<file path="src/rtl/mdu_issue_ctrl_pkg.sv">
// Shared MDU definitions: op codes, issue-controller state encoding and op-class helpers.
// Used by the MDU, the decoder and mdu_issue_ctrl.
package mdu_issue_ctrl_pkg;

    localparam logic [3:0] MduNop   = 4'd0;
    localparam logic [3:0] MduMult  = 4'd1;
    localparam logic [3:0] MduMultu = 4'd2;
    localparam logic [3:0] MduDiv   = 4'd3;
    localparam logic [3:0] MduDivu  = 4'd4;
    localparam logic [3:0] MduMfhi  = 4'd5;
    localparam logic [3:0] MduMflo  = 4'd6;
    localparam logic [3:0] MduMthi  = 4'd7;
    localparam logic [3:0] MduMtlo  = 4'd8;

    typedef enum logic [1:0] {
        StIdle   = 2'd0,
        StIssued = 2'd1,
        StRun    = 2'd2
    } mdu_state_e;

    function automatic logic is_long_op(input logic [3:0] op);
        return (op == MduMult) || (op == MduMultu) || (op == MduDiv) || (op == MduDivu);
    endfunction

    function automatic logic is_hilo_op(input logic [3:0] op);
        return (op >= MduMult) && (op <= MduMtlo);
    endfunction

endpackage

</file>
<file path="src/rtl/mdu_issue_ctrl_stall_counter.sv">
// mdu_stall_counter: 32-bit saturating event counter with enable and synchronous reset.
module mdu_stall_counter (
    input  logic        clk,
    input  logic        reset,
    input  logic        en_i,
    output logic [31:0] cnt_o
);

    logic [31:0] cnt_q;

    always_ff @(posedge clk) begin
        if (reset) begin
            cnt_q <= '0;
        end else if (en_i && (cnt_q != '1)) begin
            cnt_q <= cnt_q + 32'd1;
        end
    end

    assign cnt_o = cnt_q;

endmodule

</file>
<file path="src/rtl/mdu_issue_ctrl.sv">
// E-stage MDU initiator: start pulse, op gating, in-flight tracking and D-stage HI/LO stall.
// Optional watchdog on a stuck MDU busy flag is enabled by defining MDU_WATCHDOG_EN.
module mdu_issue_ctrl
    import mdu_issue_ctrl_pkg::*;
#(
    parameter int unsigned WD_LIMIT = 32,
    parameter int unsigned CNT_W    = 6
) (
    input  logic        clk,
    input  logic        reset,
    input  logic [3:0]  d_mdu_op,
    input  logic [3:0]  e_mdu_op,
    input  logic        e_valid,
    input  logic        flush,
    input  logic        mdu_busy,
    output logic        mdu_start,
    output logic [3:0]  mdu_op,
    output logic        stall_d,
    output logic        pending,
`ifdef MDU_WATCHDOG_EN
    output logic        wd_error,
`endif
    output logic [31:0] stall_cnt
);

    localparam logic [CNT_W-1:0] WdLimit = CNT_W'(WD_LIMIT);

    mdu_state_e       state_q;
    logic [CNT_W-1:0] cnt_q;
    logic             e_ok;
    logic             issue;
    logic             wd_fire;

    assign e_ok      = e_valid & ~flush;
    assign issue     = e_ok & is_long_op(e_mdu_op);
    assign mdu_start = issue & (state_q == StIdle);
    assign mdu_op    = (e_ok && (state_q == StIdle)) ? e_mdu_op : MduNop;
    assign pending   = (state_q != StIdle);

`ifdef MDU_WATCHDOG_EN
    assign wd_fire = (state_q == StRun) & mdu_busy & (cnt_q == WdLimit);
`else
    assign wd_fire = 1'b0;
`endif

    // No stall once busy drops in RUN: HI/LO are written at that edge.
    assign stall_d = is_hilo_op(d_mdu_op) & ~wd_fire &
                     (mdu_start | (state_q == StIssued) | ((state_q == StRun) & mdu_busy));

    always_ff @(posedge clk) begin
        if (reset) begin
            state_q <= StIdle;
            cnt_q   <= '0;
        end else begin
            unique case (state_q)
                StIdle: begin
                    if (issue) begin
                        state_q <= StIssued;
                        cnt_q   <= '0;
                    end
                end
                StIssued: state_q <= StRun;
                StRun: begin
                    if (wd_fire || !mdu_busy) begin
                        state_q <= StIdle;
                    end
                    // Saturate so the debug count never wraps while RUN waits.
                    if (cnt_q != WdLimit) begin
                        cnt_q <= cnt_q + 1'b1;
                    end
                end
                default: state_q <= StIdle;
            endcase
        end
    end

`ifdef MDU_WATCHDOG_EN
    always_ff @(posedge clk) begin
        if (reset) begin
            wd_error <= 1'b0;
        end else if (wd_fire) begin
            wd_error <= 1'b1;
        end
    end
`endif

    mdu_stall_counter u_stall_counter (
        .clk   (clk),
        .reset (reset),
        .en_i  (stall_d),
        .cnt_o (stall_cnt)
    );

endmodule
</file>
<file path="config.mk">
export PLATFORM = sky130hd
export DESIGN_NAME = mdu_issue_ctrl
export DESIGN_NICKNAME = d
export VERILOG_FILES = /design/src/rtl/mdu_issue_ctrl_pkg.sv /design/src/rtl/mdu_issue_ctrl_stall_counter.sv /design/src/rtl/mdu_issue_ctrl.sv
export SDC_FILE = /design/constraint.sdc
export NUM_CORES = 1
export LEC_CHECK = 0
export BUFFER_PORTS_ARGS = -buffer_cell sky130_fd_sc_hd__buf_2
export CORE_MARGIN = 2
export CORE_UTILIZATION = 51
export DETAILED_ROUTE_END_ITERATION = 10
export PLACE_DENSITY = 0.89
export SLEW_MARGIN = 5
export SYNTH_ARGS = -nofsm -noshare
export SYNTH_HDL_FRONTEND = slang
export SYNTH_SLANG_ARGS = --single-unit
</file>
<file path="constraint.sdc">
create_clock -name clk -period 3.5 [get_ports clk]
set_clock_uncertainty 0.2 [all_clocks]
set_input_delay 0.7 -clock clk [delete_from_list [all_inputs] [get_ports clk]]
set_output_delay 0.7 -clock clk [all_outputs]
set_load 0.01 [all_outputs]
</file>
==> results.sh <==
export IMPL_status="completed"
export IMPL_clkTransAtPathRegs_ns=0.08
export IMPL_cp_start_kind="input port"
export IMPL_cts_tree="built"
export IMPL_wl_per_cell_um=12.3
export IMPL_area_growth_syn_to_layout_pct=16.7
export IMPL_stdcell_count=299
export IMPL_grt_max_degree=38
export IMPL_post_synth_fa_ha_maj_area_fraction_pct=0.683
export IMPL_grt_antenna_before_repair=0
export IMPL_crit_arrival_ns=2.04
export IMPL_drc=0
export IMPL_synth_compound_area_share_pct=5.32
export IMPL_p_per_area_nw_per_um2=300
export IMPL_dp_cells=293
export IMPL_yosys_warnings=0
export IMPL_clk_latency_ns=0.34
export IMPL_antenna_cells=0
export IMPL_fmax_mhz=340
export IMPL_power_frac_seq_pct=60.7
export IMPL_period_share_pct=84.0
export IMPL_die_h_um=64.0
export IMPL_synth_top_family_by_area="simple AND/OR/NAND/NOR gates"
export IMPL_worstHoldPathType="flop to flop"
export IMPL_cts_root_buf="clkbuf_4"
export IMPL_slew_violations=0
export IMPL_peakVddDrop_mv=0.131
export IMPL_detail_route_vias_per_cell=5.30
export IMPL_cts_sinks=34
export IMPL_finalPower_mw=0.642
export IMPL_portBuffers=51
export IMPL_grt_pass1_vias=1414
export IMPL_fp_dieArea_um2=4090
export IMPL_p_int_mw=0.493
export IMPL_fillerInstances=314
export IMPL_synth_top_area_share_pct=37.1
export IMPL_drive_gt1_share_pct=28.9
export IMPL_pwr_share_comb_pct=5.6
export IMPL_wirelength_um=3670
export IMPL_yosys_register_bits=34
export IMPL_design_core_area_um2=3390
export IMPL_synthTopCellsByArea="dfxtp_1, xnor2_1, nor2_1"
export IMPL_fin_crit_ns=2.94
export IMPL_synth_edf_count=0
export IMPL_synthMuxAreaShare_pct=1.84
export IMPL_crit_type="input port to output port"
export IMPL_dpl_hpwl_um=2700
export IMPL_tightest_slew_ns=0.625
export IMPL_pin_count=52
export IMPL_critical_path_max_fanout=16
export IMPL_cts_buffers=5
export IMPL_synth_nets=218
export IMPL_die_w_um=64.0
export IMPL_synth_cells=204
export IMPL_synth_seq_area_share_pct=37.1
export IMPL_synth_simple_area_share_pct=37.7
export IMPL_synthArstFlopShare_pct=0
export IMPL_gp_congestion=0.862
export IMPL_synth_top_area_cell="dfxtp_1"
export IMPL_avgSynthCellArea_um2=8.99
export IMPL_nets=268
export IMPL_end_kind="output port"
export IMPL_overflow=0
export IMPL_start_util_pct=54.1
export IMPL_regArea_um2=681
export IMPL_slew_headroom_pct=58.3
export IMPL_num_rows=21
export IMPL_first_pass_iters=4
export IMPL_postRouteAntennaNets=0
export IMPL_synth_distinct_cells=41
export IMPL_pwr_share_clk_pct=33.7
export IMPL_grt_total_usage_pct=19.3
export IMPL_switchingPower_mw=0.149
export IMPL_cts_resized=0
export IMPL_multi_input_area_um2=1070
export IMPL_holdBufCountCts=0
export IMPL_vias=1584
export IMPL_p_sw_share_pct=23.2
export IMPL_drt_initial_drc_count=112
export IMPL_cts_setup_buffers=0
export IMPL_synth_flop_cell="dfxtp_1"
export IMPL_leakagePower_nw=0.863
export IMPL_tns_ns=0
export IMPL_setup_violations=0
export IMPL_finalHoldViolCount=0
export IMPL_synth_area_um2=1830
export IMPL_synth_xor_area_share_pct=12.9
export IMPL_grt_pass1_wl_um=6240
export IMPL_worstPathRequired_ns=2.60
export IMPL_postLayoutCoreUtil_pct=63.1
export IMPL_htreeDepth=2
export IMPL_cts_buffer_depth=2
export IMPL_max_cap_viol_count=0
export IMPL_rsz0062_at_grt="false"
## logic make-up (layout without fill, tap and decap cells)
| family | count (synthesis) | count (layout) |
|---|---|---|
| adders and majority gates | 1 | 1 |
| AOI/OAI and AO/OA | 12 | 12 |
| muxes | 3 | 3 |
| DFF | 34 | 34 |
| xor gates and xnor gates | 27 | 27 |
| and+or+nand+nor | 114 | 114 |
| buffers and inverters | 13 | 62 |
## flip-flops by register name, indices dropped and copies added (netlist names)
register,count
u_stall_counter.cnt_o,32
state_q,2
## stage by stage
step	hold slack, ns	area [um^2]	worst slack, ns
CTS	0.362	2140	0.547
floorplan	0.360	1830	0.813
detailed placement	0.337	2090	0.423
finish	0.359	2140	0.560
global placement	0.322	2090	0.517
global route	0.395	2140	0.465
## metal layers
metal / vias up / part of all wire [%] / GRT usage [%]
met4: 0 / 2.1 / 9.78
met1: 729 / 47 / 24.2
met5: - / 0 / 0
met2: 37 / 46 / 30.3
met3: 8 / 4.9 / 5.11
li1: 810 / - / -
## path summary, 6_finish.rpt
| kind | startpoint | end | slack [ns] | cells past startpoint |
|---|---|---|---|---|
| setup / recovery | e_mdu_op[2] | stall_d | 0.56 | 6 |
| hold / removal | u_stall_counter.cnt_o[18] | u_stall_counter.cnt_o[18] | 0.36 | 2 |
| setup reg to reg | u_stall_counter.cnt_o[0] | u_stall_counter.cnt_o[27] | 0.69 | 7 |
| hold reg to reg | u_stall_counter.cnt_o[18] | u_stall_counter.cnt_o[18] | 0.36 | 2 |
## cell type report
class	count	area share, %
multi-input combinational	157	50.1
inverter	4	0.702
sequential	34	31.8
tap	46	2.69
timing repair buffer	52	12.3
clock buffer	6	2.40
## cell usage in the layout, fill, tap and decap left out, drive strengths merged, types with 3 or more instances in the layout
cell	instances
nor4	11
mux2	3
and2	8
a21oi	3
and4	4
inv	4
xnor2	19
and3	3
nand2	16
nor3	8
clkbuf	6
buf	52
nand3	12
nand4	6
dfxtp	34
xor2	8
nor4b	4
nor2	32
## synth_stat cells (3+ instances only)
library cell / instances
nor4b_1: 3
nor4_1: 7
nor2_1: 32
xor2_1: 8
mux2_2: 3
inv_1: 4
nor3_1: 8
a21oi_1: 3
and4_1: 3
buf_6: 4
xnor2_1: 19
and2_1: 8
nand3_1: 12
dfxtp_1: 34
clkbuf_1: 3
nand4_1: 5
nand2_1: 16
and3_1: 3
## power groups by stage
stage / logic, mW / clock network [mW] / registers (mW)
detailed placement: 0.0366 / 0 / 0.398
global route: 0.0398 / 0.240 / 0.390
CTS: 0.0367 / 0.220 / 0.389
global placement: 0.0353 / 0 / 0.398
finish: 0.0360 / 0.216 / 0.389
floorplan: 0.0238 / 0 / 0.398
## worst max-delay path: stages
cell and delay [ns]:
buf_2 0.11, or3_1 0.40, nand4b_4 0.14, a21o_1 0.47
inv_1 0.07, buf_2 0.15
Note: power is estimated with default switching activity, not from simulation.
